<file path="config.mk">
export PLATFORM = sky130hd
export DESIGN_NAME = ysyx_24070016_ifu
export DESIGN_NICKNAME = d
export VERILOG_FILES = /design/src/rtl/ysyx_24070016_ifu_pkg.sv /design/src/rtl/ysyx_24070016_ifu_pc.sv /design/src/rtl/ysyx_24070016_ifu.sv
export SDC_FILE = /design/constraint.sdc
export NUM_CORES = 1
export LEC_CHECK = 0
export CAP_MARGIN = 25
export CELL_PAD_IN_SITES_DETAIL_PLACEMENT = 0
export CELL_PAD_IN_SITES_GLOBAL_PLACEMENT = 1
export CORE_MARGIN = 5
export CORE_UTILIZATION = 38
export CTS_CLUSTER_DIAMETER = 40
export DETAILED_ROUTE_END_ITERATION = 7
export PLACE_DENSITY_LB_ADDON = 0.1
export SYNTH_ARGS = -nofsm -noshare
export SYNTH_HDL_FRONTEND = slang
export SYNTH_HIERARCHICAL = 1
export SYNTH_SLANG_ARGS = --single-unit
</file>
<file path="constraint.sdc">
create_clock -name clk -period 7.1 [get_ports clk]
set_input_delay 1.065 -clock clk [delete_from_list [all_inputs] [get_ports clk]]
set_output_delay 1.065 -clock clk [all_outputs]
set_load 0.05 [all_outputs]
</file>
<file path="src/rtl/ysyx_24070016_ifu_pkg.sv">
// Shared definitions for the ysyx_24070016 instruction fetch unit:
// datapath width, reset fetch address and FSM state encodings.
package ysyx_24070016_ifu_pkg;

    localparam int          IFU_XLEN     = 32;
    localparam logic [31:0] IFU_RESET_PC = 32'h8000_0000;

    typedef enum logic [2:0] {
        IFU_IDLE = 3'd0,
        IFU_REQ  = 3'd1,
        IFU_WAIT = 3'd2,
        IFU_OUT  = 3'd3,
        IFU_HALT = 3'd4
    } ifu_state_e;

endpackage

</file>
<file path="src/rtl/ysyx_24070016_ifu_pc.sv">
// PC register for the IFU: holds the next fetch address, advances by 4 after a
// delivered fetch and takes word-aligned redirects with priority.
module ysyx_24070016_ifu_pc #(
    parameter int               XLEN     = 32,
    parameter logic [XLEN-1:0]  RESET_PC = 32'h8000_0000
) (
    input  logic            clk,
    input  logic            rst,
    input  logic            seq_en_i,
    input  logic [XLEN-1:0] seq_base_i,
    input  logic            redir_en_i,
    input  logic [XLEN-1:0] redir_pc_i,
    output logic [XLEN-1:0] pc_next_o
);

    logic [XLEN-1:0] pc_q;
    logic [XLEN-1:0] pc_d;
    logic [XLEN-1:0] alignedRedir;

    assign alignedRedir = redir_pc_i & ~XLEN'(3);

    // Redirect beats the sequential step; the add wraps naturally at 2^XLEN.
    always_comb begin
        pc_d = pc_q;
        if (redir_en_i) begin
            pc_d = alignedRedir;
        end else if (seq_en_i) begin
            pc_d = seq_base_i + XLEN'(4);
        end
    end

    always_ff @(posedge clk) begin
        if (rst) begin
            pc_q <= RESET_PC;
        end else begin
            pc_q <= pc_d;
        end
    end

    assign pc_next_o = pc_d;

endmodule

</file>
<file path="src/rtl/ysyx_24070016_ifu.sv">
// Instruction fetch stage: one outstanding fetch on the imem port, a single
// output slot towards decode, redirect kill handling and sticky halt.
module ysyx_24070016_ifu
    import ysyx_24070016_ifu_pkg::*;
#(
    parameter int               XLEN     = IFU_XLEN,
    parameter logic [XLEN-1:0]  RESET_PC = IFU_RESET_PC
) (
    input  logic            clk,
    input  logic            rst,
    output logic            imem_req_valid,
    input  logic            imem_req_ready,
    output logic [XLEN-1:0] imem_req_addr,
    input  logic            imem_rsp_valid,
    output logic            imem_rsp_ready,
    input  logic [31:0]     imem_rsp_data,
    output logic            inst_valid,
    input  logic            inst_ready,
    output logic [31:0]     inst,
    output logic [XLEN-1:0] inst_pc,
    input  logic            redirect_valid,
    input  logic [XLEN-1:0] redirect_pc,
    input  logic            halt
);

    ifu_state_e      state_q, state_d;
    logic            kill_q, kill_d;
    logic            halted_q, halted_d;
    logic [XLEN-1:0] req_addr_q, req_addr_d;
    logic [31:0]     inst_q, inst_d;
    logic [XLEN-1:0] inst_pc_q, inst_pc_d;

    logic            redirActive;
    logic            haltNow;
    logic            seqEn;
    logic [XLEN-1:0] pcNext;

    assign redirActive = redirect_valid &&
                         (state_q == IFU_REQ || state_q == IFU_WAIT || state_q == IFU_OUT);
    assign haltNow     = halted_q | halt;

    ysyx_24070016_ifu_pc #(
        .XLEN     (XLEN),
        .RESET_PC (RESET_PC)
    ) u_pc (
        .clk        (clk),
        .rst        (rst),
        .seq_en_i   (seqEn),
        .seq_base_i (req_addr_q),
        .redir_en_i (redirActive),
        .redir_pc_i (redirect_pc),
        .pc_next_o  (pcNext)
    );

    // Entering REQ always latches pcNext so a same-cycle redirect is fetched directly.
    always_comb begin
        state_d    = state_q;
        kill_d     = kill_q;
        halted_d   = halted_q | halt;
        req_addr_d = req_addr_q;
        inst_d     = inst_q;
        inst_pc_d  = inst_pc_q;
        seqEn      = 1'b0;

        case (state_q)
            IFU_IDLE: begin
                if (haltNow) begin
                    state_d = IFU_HALT;
                end else begin
                    state_d    = IFU_REQ;
                    req_addr_d = pcNext;
                end
            end
            IFU_REQ: begin
                if (redirect_valid) begin
                    kill_d = 1'b1;
                end
                if (imem_req_ready) begin
                    state_d = IFU_WAIT;
                end
            end
            IFU_WAIT: begin
                if (imem_rsp_valid) begin
                    kill_d = 1'b0;
                    if (kill_q || redirect_valid) begin
                        if (haltNow) begin
                            state_d = IFU_HALT;
                        end else begin
                            state_d    = IFU_REQ;
                            req_addr_d = pcNext;
                        end
                    end else begin
                        inst_d    = imem_rsp_data;
                        inst_pc_d = req_addr_q;
                        seqEn     = 1'b1;
                        state_d   = IFU_OUT;
                    end
                end else if (redirect_valid) begin
                    kill_d = 1'b1;
                end
            end
            IFU_OUT: begin
                if (redirect_valid || inst_ready) begin
                    if (haltNow) begin
                        state_d = IFU_HALT;
                    end else begin
                        state_d    = IFU_REQ;
                        req_addr_d = pcNext;
                    end
                end
            end
            IFU_HALT: begin
                state_d = IFU_HALT;
            end
            default: begin
                state_d = IFU_IDLE;
            end
        endcase
    end

    always_ff @(posedge clk) begin
        if (rst) begin
            state_q    <= IFU_IDLE;
            kill_q     <= 1'b0;
            halted_q   <= 1'b0;
            req_addr_q <= '0;
            inst_q     <= '0;
            inst_pc_q  <= '0;
        end else begin
            state_q    <= state_d;
            kill_q     <= kill_d;
            halted_q   <= halted_d;
            req_addr_q <= req_addr_d;
            inst_q     <= inst_d;
            inst_pc_q  <= inst_pc_d;
        end
    end

    assign imem_req_valid = (state_q == IFU_REQ);
    assign imem_rsp_ready = (state_q == IFU_WAIT);
    assign inst_valid     = (state_q == IFU_OUT);
    assign imem_req_addr  = req_addr_q;
    assign inst           = inst_q;
    assign inst_pc        = inst_pc_q;

endmodule

</file>
Yosys cells after proc, flatten, opt, wreduce, memory -nomap -nowiden
Cells that the tools add are included.
{"block": "op_classes", "n_addsub": 1, "n_eq_ne": 8, "muxes": 19, "n_bitwise": 2, "n_reduce_logical": 11}
{"operator": "2-to-1 mux 32 bit", "n": 6}
{"operator": "case mux 32 bit (3 select lines)", "n": 1}
{"operator": "adder 32 x 3 -> 32 bit (second input constant)", "n": 1}
{"operator": "2-to-1 mux 3 bit", "n": 5}
{"operator": "case mux 3 bit (5 select lines)", "n": 1}
{"operator": "== test 3 x 2 -> 1 bit (second input constant)", "n": 2}
{"operator": "!= test 2 x 1 -> 1 bit (second input constant)", "n": 3}
{"operator": "AND reduction 3 bit", "n": 2}
{"operator": "2-to-1 mux 1 bit", "n": 5}
{"operator": "logical OR 1 bit", "n": 4}
{"operator": "AND reduction 4 bit", "n": 1}
{"operator": "== test 3 x 1 -> 1 bit (second input constant)", "n": 1}
{"operator": "== test 3 bit (second input constant)", "n": 1}
{"operator": "zero test 3 bit", "n": 1}
{"operator": "nonzero test 3 bit", "n": 1}
{"operator": "!= test 2 bit (second input constant)", "n": 1}
{"operator": "case mux 1 bit (2 select lines)", "n": 1}
{"operator": "nonzero test 2 bit", "n": 1}
{"operator": "logical AND 1 bit", "n": 1}
{"operator": "NOT 1 bit", "n": 1}
{"operator": "bitwise OR 1 bit", "n": 1}
{"block": "word_totals", "regBits": 133, "in_bits": 71, "output_inout_bits": 99, "word_cells": 48}

Depth between registers and ports, before layout
Gate-level depths: netlist of run 1.
{"block": "depth", "depth_word": 10, "mapped_depth": 12, "depth_no_buf": 10}

Hierarchy
The synthesis of run 1 kept the hierarchy.
{"module": "ysyx_24070016_ifu", "instances": 1, "cells_each": 455, "area_per_inst_um2": 3980.1, "seq_area_each_um2": 2021.9}
{"module": "ysyx_24070016_ifu_pc", "instances": 1, "cells_each": 278, "area_per_inst_um2": 2117.0, "seq_area_each_um2": 640.6}

Worst setup path after synthesis of run 1
Ideal clock, no wire load.
{"block": "synth_timing", "path_type": "reg-to-output", "from": "reg state_q[0]", "to": "out imem_req_valid", "arrival_ps": 1767, "t_required_ps": 6035, "path_slack_ps": 4268, "path_stages_with_launch": 3, "path_buffers": 1, "cell_sequence": "dfxtp_1 -> buf_2 -> nor3b_1"}
{"block": "synth_via", "elab_chain_cells": 1}
{"element": "from (decl)", "line_no": "ysyx_24070016_ifu.sv:26", "source": "ifu_state_e state_q, state_d;"}
{"element": "from (signal assigned)", "line_no": "ysyx_24070016_ifu.sv:130", "source": "state_q <= state_d;"}
{"element": "== test 3 x 1 -> 1 bit", "line_no": "ysyx_24070016_ifu.sv:139", "source": "assign imem_req_valid = (state_q == IFU_REQ);"}
{"element": "to (decl)", "line_no": "ysyx_24070016_ifu.sv:11", "source": "output logic imem_req_valid,"}
Every way passes these cells.

Worst setup path in the final report of run 1
{"block": "layout_timing", "from": "in redirect_valid", "to": "reg req_addr_q[25] (netlist: imem_req_addr[25])"}
{"block": "layout_via", "elab_chain_cells": 10, "word_cells_on_any_way": 16, "cone_classes": "eq/ne: 2; mux: 10; reduce/logical: 4"}
{"element": "from (decl)", "line_no": "ysyx_24070016_ifu.sv:21", "source": "input logic redirect_valid,"}
{"element": "logical OR 1 bit", "line_no": "ysyx_24070016_ifu.sv:85", "source": "if (kill_q || redirect_valid) begin"}
{"element": "2-to-1 mux 1 bit", "line_no": "ysyx_24070016_ifu.sv:85"}
{"element": "2-to-1 mux 1 bit", "line_no": "ysyx_24070016_ifu.sv:83", "source": "if (imem_rsp_valid) begin"}
{"element": "2-to-1 mux 1 bit", "line_no": "ysyx_24070016_ifu.sv:65", "source": "case (state_q)"}
{"element": "2-to-1 mux 32 bit", "line_no": "ysyx_24070016_ifu_pc.sv:27", "source": "end else if (seq_en_i) begin"}
{"element": "2-to-1 mux 32 bit (*)", "line_no": "ysyx_24070016_ifu_pc.sv:25", "source": "if (redir_en_i) begin"}
{"element": "named net pcNext[25]", "line_no": "ysyx_24070016_ifu.sv:36", "source": "logic [XLEN-1:0] pcNext;"}
{"element": "2-to-1 mux 32 bit (*)", "line_no": "ysyx_24070016_ifu.sv:67, ysyx_24070016_ifu.sv:86, ysyx_24070016_ifu.sv:104"}
{"element": "2-to-1 mux 32 bit", "line_no": "ysyx_24070016_ifu.sv:85"}
{"element": "2-to-1 mux 32 bit", "line_no": "ysyx_24070016_ifu.sv:83"}
{"element": "case mux 32 bit (3 select lines) (*)", "line_no": "ysyx_24070016_ifu.sv:65"}
{"element": "to (signal assigned)", "line_no": "ysyx_24070016_ifu.sv:133", "source": "req_addr_q <= req_addr_d;"}
{"element": "to (decl)", "line_no": "ysyx_24070016_ifu.sv:29", "source": "logic [XLEN-1:0] req_addr_q, req_addr_d;"}
The timed path passes the listed nets; every way through them passes the cells marked *. The select of a mux whose other input is x is not followed.
A chain may end at the register's enable or synchronous reset.

==> summary.txt, run 1 <==
Outcome - complete, no violations
Initial antenna violation count - 0
Most common cell after layout, fill and taps aside - clkdlybuf4s50_1
Worst-Margin Slew - 0.911 ns
Pre-CTS setup slack - 2.65 ns
Shortest period the worst path allows - 4.03 ns
Synth Cell Area - 0.00610 mm^2
Yosys cell types - 58
Critical path arrival - 4.31 ns
Max clock buf depth - 2
Post-cts gate resize count - 0
Top Ports - 170
Iter 0 DRT Violations - 264
Global route total overflow - 0
Vias - 5501
CORE AREA - 0.0158 mm^2
WL final - 16.9 mm
CP most frequent cell - nand2b_1
Antenna viol nets, final - 0
CTS H-tree lvls - 4
DRC - 0
Leak - 2.78 nW
Hold Buf Count CTS - 0
Worst setup EP type - register
CTS root buf - clkbuf_16
Num Clock Sinks - 133
Rel. slew slack - 39.2%
Setup WS post-layout - 3.07 ns
Pre-antenna DRT Iters - 5
First-pass GRT wire length - 26.4 mm
Mapped Nets - 805
WP buf/inv - 3
Nets - 949
Slew Viols, Final - 0
Fmax - 0.248 GHz
Total track usage - 17.6%
Site row count - 46
Crit-path slowest cell - clkdlybuf4s50_1
Setup_tns - 0 ns
Cells after Synth - 733
Post-synth ARST share - 0%
Hpwl dp - 11.2 mm
Worst min path class - reg2reg
Post-DR wirelength/cell - 15.3 um
RSZ-0062 raised after global routing - false
Clock skew - 0.00690 ns
Area of the multi-input gates - 0.00314 mm^2
Clk slew on worst S/H paths - 0.06 ns
Crit share post-route - 56.8%
Post-synth EDFFs - 0
Setup CP Type - in2reg
Largest net degree at the start of global routing - 103
CTS tree - done
Layout cell share with drive strength beyond 1 - 6.07%
Crit path max-delay family - buffers and inverters
Total power - 1.85 mW
Synthesized flop and latch total - 133
Vias in the first global route - 5126
Ys Warns - 6
Die Y - 137 um
Synthesized area per cell - 8.32 um^2
Worst vdd ir - 153 uV
Sequential fraction of the synthesis area - 43.7%
Critical-path maximum fanout - 65
Worst stage delay on the critical path - 0.59 ns
Setup-failing EPs final - 0
Worst-path cell chain - clkdlybuf4s50_1 -> nor2_2 -> nand3_2 -> buf_4 -> clkinv_2 -> nand2b_1 -> nor2_1 -> and3_1 -> a222oi_1 -> nand2_1 -> nand2b_1 -> mux2i_1
Clock Latency Late Sink - 0.41 ns
Crit start category - input port
Num CTS Buffers - 17
DR vias/cell - 4.97
Die Wd - 137 um
Initial core utilization - 38.5%
Design area - 0.00845 mm^2
Highest-count cells in the layout ignoring fill and taps - 166 x clkdlybuf4s50_1, 156 x nand2_1, 133 x dfxtp_1
Final GP Congestion - 0.781
Number of port buffers - 167
Final hold vios - 0
PwrDens - 219 mW/mm^2
Area after DPL - 0.00782 mm^2
Worst Path Required - 7.38 ns
Filler cell count - 1481
Max cap viols - 0
Main synth FF type - dfxtp_1
Synth-to-Final Area Change - 38.6%
Die area - 0.0187 mm^2
Post-CTS Setup Bufs - 0
Reg area - 0.00266 mm^2
-- where the power goes --
part | leakage [nW] | internal, mW | switching (mW)
clock | 0.294 | 0.593 | 0.330
combinational | 1.41 | 0.0777 | 0.0786
sequential | 1.07 | 0.760 | 0.0144
-- per-stage QoR --
stage	hold slack, ns	utilization, %	instances
after global routing	0.466	53.4	1105
final	0.451	53.4	1106
after global placement	0.441	49.4	1074
after floorplan	0.459	-	733
after detailed placement	0.446	49.4	1074
after CTS	0.454	53.4	1105
-- synth_stat cells, types with 4 or more instances --
cell type | n | area share [%]
a21oi_1 | 77 | 6.3
a22oi_1 | 15 | 1.8
a31oi_1 | 7 | 0.72
and3_1 | 5 | 0.51
buf_2 | 11 | 0.90
buf_6 | 10 | 1.8
clkbuf_1 | 26 | 1.6
dfxtp_1 | 133 | 44
inv_1 | 7 | 0.43
mux2i_1 | 39 | 6.4
nand2_1 | 156 | 9.6
nand2b_1 | 73 | 7.5
nand3_1 | 17 | 1.4
nand4_1 | 9 | 0.92
nor2_1 | 18 | 1.1
nor2b_1 | 19 | 1.9
nor3_1 | 10 | 0.82
nor3b_1 | 4 | 0.49
nor4_1 | 4 | 0.41
o21ai_0 | 24 | 2.0
or3_1 | 4 | 0.41
xnor2_1 | 8 | 1.1
xor2_1 | 6 | 0.86
-- flip-flops by register name (all words and copies together) (netlist names) --
signal / cells
u_pc/pc_q: 32
inst_pc: 32
inst: 32
kill_q: 1
imem_req_addr: 32
halted_q: 1
state_q: 3
-- layout make-up --
| cell class | count | area share, % |
|---|---|---|
| timing repair buffer | 174 | 20.4 |
| antenna | 1 | 0.0296 |
| sequential | 133 | 31.5 |
| clock inverter | 13 | 2.16 |
| multi-input combinational | 543 | 37.1 |
| tap | 216 | 3.20 |
| clock buffer | 18 | 5.20 |
| inverter | 8 | 0.370 |
-- cells by family after synthesis --
kind of cell | share of synthesized area, %
AO/OA/AOI/OAI | 14.3
XOR/XNOR | 2.01
adder cells (fa/ha/maj) | 0.205
buffers and inverters | 4.97
flip-flops | 43.7
multiplexers | 6.96
AND/OR/NAND/NOR | 27.9
-- worst reg2reg max path: cells and delay by family, from the launching register on --
family	cells	cell delay, ns
flip-flops	1	0.56
AND/OR/NAND/NOR	7	1.21
AO/OA/AOI/OAI	1	0.35
buffers and inverters	2	1.06
multiplexers	1	0.06
-- worst paths after layout --
path / start / end / slack (ns) / cells after the start
setup / recovery: redirect_valid / imem_req_addr[25] / 3.07 / 12
hold / removal: inst[14] / inst[14] / 0.45 / 2
setup reg to reg: state_q[0] / imem_req_addr[25] / 3.74 / 11
hold reg to reg: inst[14] / inst[14] / 0.45 / 2
-- layer usage --
layer | share of wire [%] | GRT usage, % | vias up
li1 | - | - | 2792
met1 | 46 | 22.7 | 2560
met2 | 47 | 29.1 | 138
met3 | 5.7 | 4.96 | 11
met4 | 0.86 | 4.42 | 0
met5 | 0 | 0 | -
No activity file was read; power rests on OpenSTA's default activity.
==> run 2: changes to the inputs <==
CORE_UTILIZATION = 35   (was 38)
clock period = 3.8 ns   (was 7.1 ns; I/O delays follow)
==> summary.txt, run 2 (same netlist as run 1, synthesis figures left out) <==
Outcome - complete, no violations
Final GP Congestion - 0.780 (-0.19%)
DRC - 0 (unchanged)
Clock skew - 0.0114 ns (+0.00449 ns)
Max cap viols - 0 (unchanged)
Synth-to-Final Area Change - 39.1%
Die Y - 142 um (+3.9%)
Comb pwr share - 8.5% (about the same)
Max clock buf depth - 2 (unchanged)
Rel. slew slack - 48.2% (+9.0 points)
Setup_tns - 0 ns (unchanged)
Site row count - 48 (+4.3%)
Nets - 951 (+0.21%)
Switching share of total power - 22.3% (-0.51 points)
WL final - 17.2 mm (+2.0%)
Layout Cells excl Fill - 1116 (+0.90%)
Number of port buffers - 167 (unchanged)
R2r worst-path depth - 9 (-2)
Post-cts gate resize count - 0 (unchanged)
Final hold slack - 0.451 ns (-0.000751 ns)
Reg power frac - 41.8% (about the same)
Setup CP Type - reg2out
Iter 0 DRT Violations - 276 (+4.5%)
Slew Viols, Final - 0 (unchanged)
Leak - 2.80 nW (+0.66%)
Antenna viol nets, final - 0 (unchanged)
Total track usage - 17.1% (-0.56 points)
Clock Latency Late Sink - 0.42 ns (about the same)
Reg2reg start - state_q[0]
Hold Buf Count CTS - 0 (unchanged)
Crit start category - register
Vias - 5563 (+1.1%)
Hpwl dp - 11.6 mm (+4.0%)
Die area - 0.0202 mm^2 (+7.9%)
Pre-antenna DRT Iters - 5 (unchanged)
Reg2Reg Capture Point - u_pc/pc_q[21]
# placed instances - 1085 (+1.0%)
Worst-Margin Slew - 0.775 ns (-0.137 ns)
Int Power - 2.69 mW (+88%)
Worst Path Required - 3.23 ns (-4.15 ns)
DR vias/cell - 4.98 (+0.22%)
Most common cell after layout, fill and taps aside - clkdlybuf4s50_1
CORE AREA - 0.0172 mm^2 (+8.5%)
RSZ-0062 raised after global routing - false
Worst vdd ir - 283 uV (+85%)
Final hold vios - 0 (unchanged)
N_diodes - 0 (-1)
Setup-failing EPs final - 0 (unchanged)
Num CTS Buffers - 17 (unchanged)
Die Wd - 142 um (+3.9%)
CTS H-tree lvls - 4 (unchanged)
Design area - 0.00848 mm^2 (+0.36%)
Largest net degree at the start of global routing - 86 (-17%)
Vias in the first global route - 5282 (+3.0%)
Total power - 3.46 mW (+87%)
First-pass GRT wire length - 27.5 mm (+4.4%)
Num Clock Sinks - 133 (unchanged)
Filler cell count - 1636 (+10%)
PwrDens - 409 mW/mm^2 (+86%)
Critical-path maximum fanout - 12 (-82%)
Worst setup EP type - output pin
Post-DR wirelength/cell - 15.4 um (+1.1%)
Initial antenna violation count - 0 (unchanged)
Highest-count cells in the layout ignoring fill and taps - 166 x clkdlybuf4s50_1, 156 x nand2_1, 133 x dfxtp_1
Worst hold start - inst_pc[24]
Global route total overflow - 0 (unchanged)
CTS tree - done
Clock share of power - 49.8% (about the same)
Post-CTS Setup Bufs - 0 (unchanged)
Shortest period the worst path allows - 2.74 ns
Worst Hold Depth - 2 (unchanged)
Worst min path class - reg2reg
Top Ports - 170 (unchanged)
CTS root buf - clkbuf_16
Area after DPL - 0.00786 mm^2 (+0.50%)
R2R Setup Slk - 1.24 ns (-2.50 ns)
Clk slew on worst S/H paths - 0.06 ns (about the same)
Layout cell share with drive strength beyond 1 - 5.95% (-0.13 points)
Initial core utilization - 35.5% (-3.0 points)
Fmax - 0.365 GHz
Critical path arrival - 2.17 ns (-2.14 ns)
Crit share post-route - 72.2%
Switch Pwr - 0.772 mW (+83%)
Worst Hold Path EP - inst_pc[24]
==> run 2: stage by stage <==
stage / worst slack [ns] / utilization, %
2_1_floorplan: 1.13 / -
3_3_place_gp: 0.783 / 45.8
3_5_place_dp: 0.775 / 45.8
4_1_cts: 1.02 / 49.4
5_1_grt: 0.910 / 49.4
6_report: 1.06 / 49.4
==> run 2: metal layers <==
metal  vias to the layer above  share of wire [%]  track usage, %
li1                       2798                  -               -
met1                      2592                 46            22.3
met4                         0                1.6            5.96
met3                        22                5.7            4.40
met2                       151                 47            27.4
met5                         -                  0               0
==> run 2: how the worst max path moves through the flow <==
stage / from / cells after the start / to / slack (ns)
2_1_floorplan: state_q[1] / 9 / u_pc/pc_q[7] / 1.13
3_3_place_gp: redirect_valid / 10 / imem_req_addr[21] / 0.78
3_5_place_dp: redirect_valid / 10 / imem_req_addr[21] / 0.77
4_1_cts: state_q[0] / 2 / imem_req_valid / 1.02
5_1_grt: state_q[0] / 2 / imem_req_valid / 0.91
6_report: state_q[0] / 2 / imem_req_valid / 1.06
==> run 2: area by class of cell <==
class / count / area [um^2] / share of cell area [%]
timing repair buffer: 176 / 1750 / 20.6
clock inverter: 9 / 151 / 1.79
inverter: 8 / 31.3 / 0.369
sequential: 133 / 2660 / 31.4
clock buffer: 22 / 464 / 5.48
tap: 225 / 282 / 3.32
multi-input combinational: 543 / 3140 / 37.0
==> run 2: power by group through the flow <==
stage | clock network (mW) | registers, mW | logic (mW)
final | 1.72 | 1.45 | 0.293
after global routing | 1.84 | 1.45 | 0.318
after CTS | 1.77 | 1.45 | 0.297
after detailed placement | 0 | 1.48 | 0.296
after global placement | 0 | 1.48 | 0.292
after floorplan | 0 | 1.50 | 0.149
==> run 2: critical path: stages (launching register included) <==
cell and delay (ns):
dfxtp_1 0.57, nor3b_1 0.32, clkdlybuf4s50_1 0.87
==> run 3: changes to the inputs <==
clock period = 2.7 ns   (was 3.8 ns; I/O delays follow)
==> summary.txt, run 3 (same netlist as run 1, synthesis figures left out) <==
Outcome - complete, no violations
Pre-antenna DRT Iters - 5 (unchanged)
Final hold vios - 0 (unchanged)
Slew Viols, Final - 0 (unchanged)
Max clock buf depth - 2 (unchanged)
Shortest period the worst path allows - 2.50 ns
DR vias/cell - 4.99 (+0.16%)
Max cap viols - 0 (unchanged)
RSZ-0062 raised after global routing - false
Hold Buf Count CTS - 0 (unchanged)
CTS root buf - clkbuf_16
First-pass GRT wire length - 28.7 mm (+4.4%)
Most common cell after layout, fill and taps aside - clkdlybuf4s50_1
Die Wd - 142 um (unchanged)
Global route total overflow - 0 (unchanged)
Clk slew on worst S/H paths - 0.06 ns (about the same)
Final GP Congestion - 0.791 (+1.4%)
Vias in the first global route - 5414 (+2.5%)
DRC - 0 (unchanged)
Worst Path Required - 2.30 ns (-0.93 ns)
Setup CP Type - reg2out
Vias - 5682 (+2.1%)
Clock Latency Late Sink - 0.42 ns (about the same)
Highest-count cells in the layout ignoring fill and taps - 165 x clkdlybuf4s50_1, 156 x nand2_1, 133 x dfxtp_1
Critical-path maximum fanout - 9 (-3)
Setup-failing EPs final - 0 (unchanged)
Nets - 973 (+2.3%)
Num Clock Sinks - 133 (unchanged)
Worst stage delay on the critical path - 0.80 ns (-0.07 ns)
Crit share post-route - 92.6%
PwrDens - 536 mW/mm^2 (+31%)
Site row count - 48 (unchanged)
CORE AREA - 0.0172 mm^2 (unchanged)
N_diodes - 0 (unchanged)
Leak - 2.90 nW (+3.7%)
CTS tree - done
Largest net degree at the start of global routing - 65 (-24%)
Crit start category - register
Initial antenna violation count - 0 (unchanged)
WP buf/inv - 1 (unchanged)
Setup_tns - 0 ns (unchanged)
Number of port buffers - 167 (unchanged)
Antenna viol nets, final - 0 (unchanged)
Worst setup EP type - output pin
Post-DR wirelength/cell - 15.8 um (+2.1%)
Worst min path class - reg2reg
Crit path max-delay family - buffers and inverters
Num CTS Buffers - 17 (unchanged)
Worst vdd ir - 426 uV (+50%)
Worst-Margin Slew - 0.725 ns (-0.0499 ns)
Critical path arrival - 2.10 ns (-0.07 ns)
Total track usage - 17.7% (+0.65 points)
Clock skew - 0.00640 ns (-0.00498 ns)
WL final - 17.9 mm (+4.1%)
Crit-path slowest cell - clkdlybuf4s50_1
Worst-path cell chain - nor2b_1 -> and2_1 -> clkdlybuf4s50_1
Hpwl dp - 12.5 mm (+7.6%)
Design area - 0.00861 mm^2 (+1.5%)
Layout cell share with drive strength beyond 1 - 8.54% (+2.6 points)
Area after DPL - 0.00805 mm^2 (+2.4%)
Iter 0 DRT Violations - 272 (-1.4%)
Fmax - 0.400 GHz
CTS H-tree lvls - 4 (unchanged)
Top Ports - 170 (unchanged)
Die Y - 142 um (unchanged)
Initial core utilization - 35.5% (unchanged)
Rel. slew slack - 51.7% (+3.4 points)
Die area - 0.0202 mm^2 (unchanged)
Synth-to-Final Area Change - 41.2%
## run 3: metal layers
| metal | part of all wire [%] | vias to the layer above | routed length (um) | global-route usage (%) |
|---|---|---|---|---|
| met1 | 46 | 2655 | 8170 | 23.0 |
| met2 | 47 | 158 | 8490 | 29.1 |
| li1 | - | 2854 | - | - |
| met5 | 0 | - | 0 | 0 |
| met3 | 6.0 | 15 | 1080 | 4.23 |
| met4 | 1.1 | 0 | 191 | 5.56 |
## run 3: where the power goes
group / internal, mW / switching (mW) / total [mW]
clock: 1.28 / 0.862 / 2.14
combinational: 0.220 / 0.218 / 0.439
sequential: 2.00 / 0.0327 / 2.03
## run 3: layout make-up
type | count | area [um^2]
clock inverters | 12 | 108
fillers | 1672 | 8570
inverters | 8 | 31.3
flip-flops and latches | 133 | 2660
clock buffers | 19 | 443
multi-input cells | 543 | 3140
well taps | 225 | 282
repair buffers | 198 | 1940
## run 3: worst min-delay path: stages, from the launching register on
cell and delay, ns:
dfxtp_1 0.30, nand2_1 0.05, a21oi_1 0.05
## run 3: stage by stage
| stage | util [%] | worst slack (ns) | hold WS, ns | std cells | total power, mW |
|---|---|---|---|---|---|
| 2_1_floorplan | - | 0.0293 | 0.459 | 733 | 2.32 |
| 3_3_place_gp | 46.9 | 0.00287 | 0.441 | 1107 | 2.51 |
| 3_5_place_dp | 46.9 | -0.0321 | 0.446 | 1107 | 2.51 |
| 4_1_cts | 50.1 | 0.0647 | 0.449 | 1138 | 4.69 |
| 5_1_grt | 50.1 | 0.0516 | 0.472 | 1138 | 4.80 |
| 6_report | 50.1 | 0.199 | 0.451 | 1138 | 4.61 |
## run 3: repair_timing
| action | CTS | global route |
|---|---|---|
| resized for setup | 0 | 2 |
| setup endpoints to repair | 0 | 2 |
| buffers inserted | 0 | 0 |
## run 3: worst paths after layout
check,start,to,slack [ns],cells after the start
setup / recovery,state_q[1],inst_valid,0.20,3
hold reg to reg,inst_pc[11],inst_pc[11],0.45,2
setup reg to reg,state_q[0],imem_req_addr[29],0.43,10
hold / removal,inst_pc[11],inst_pc[11],0.45,2
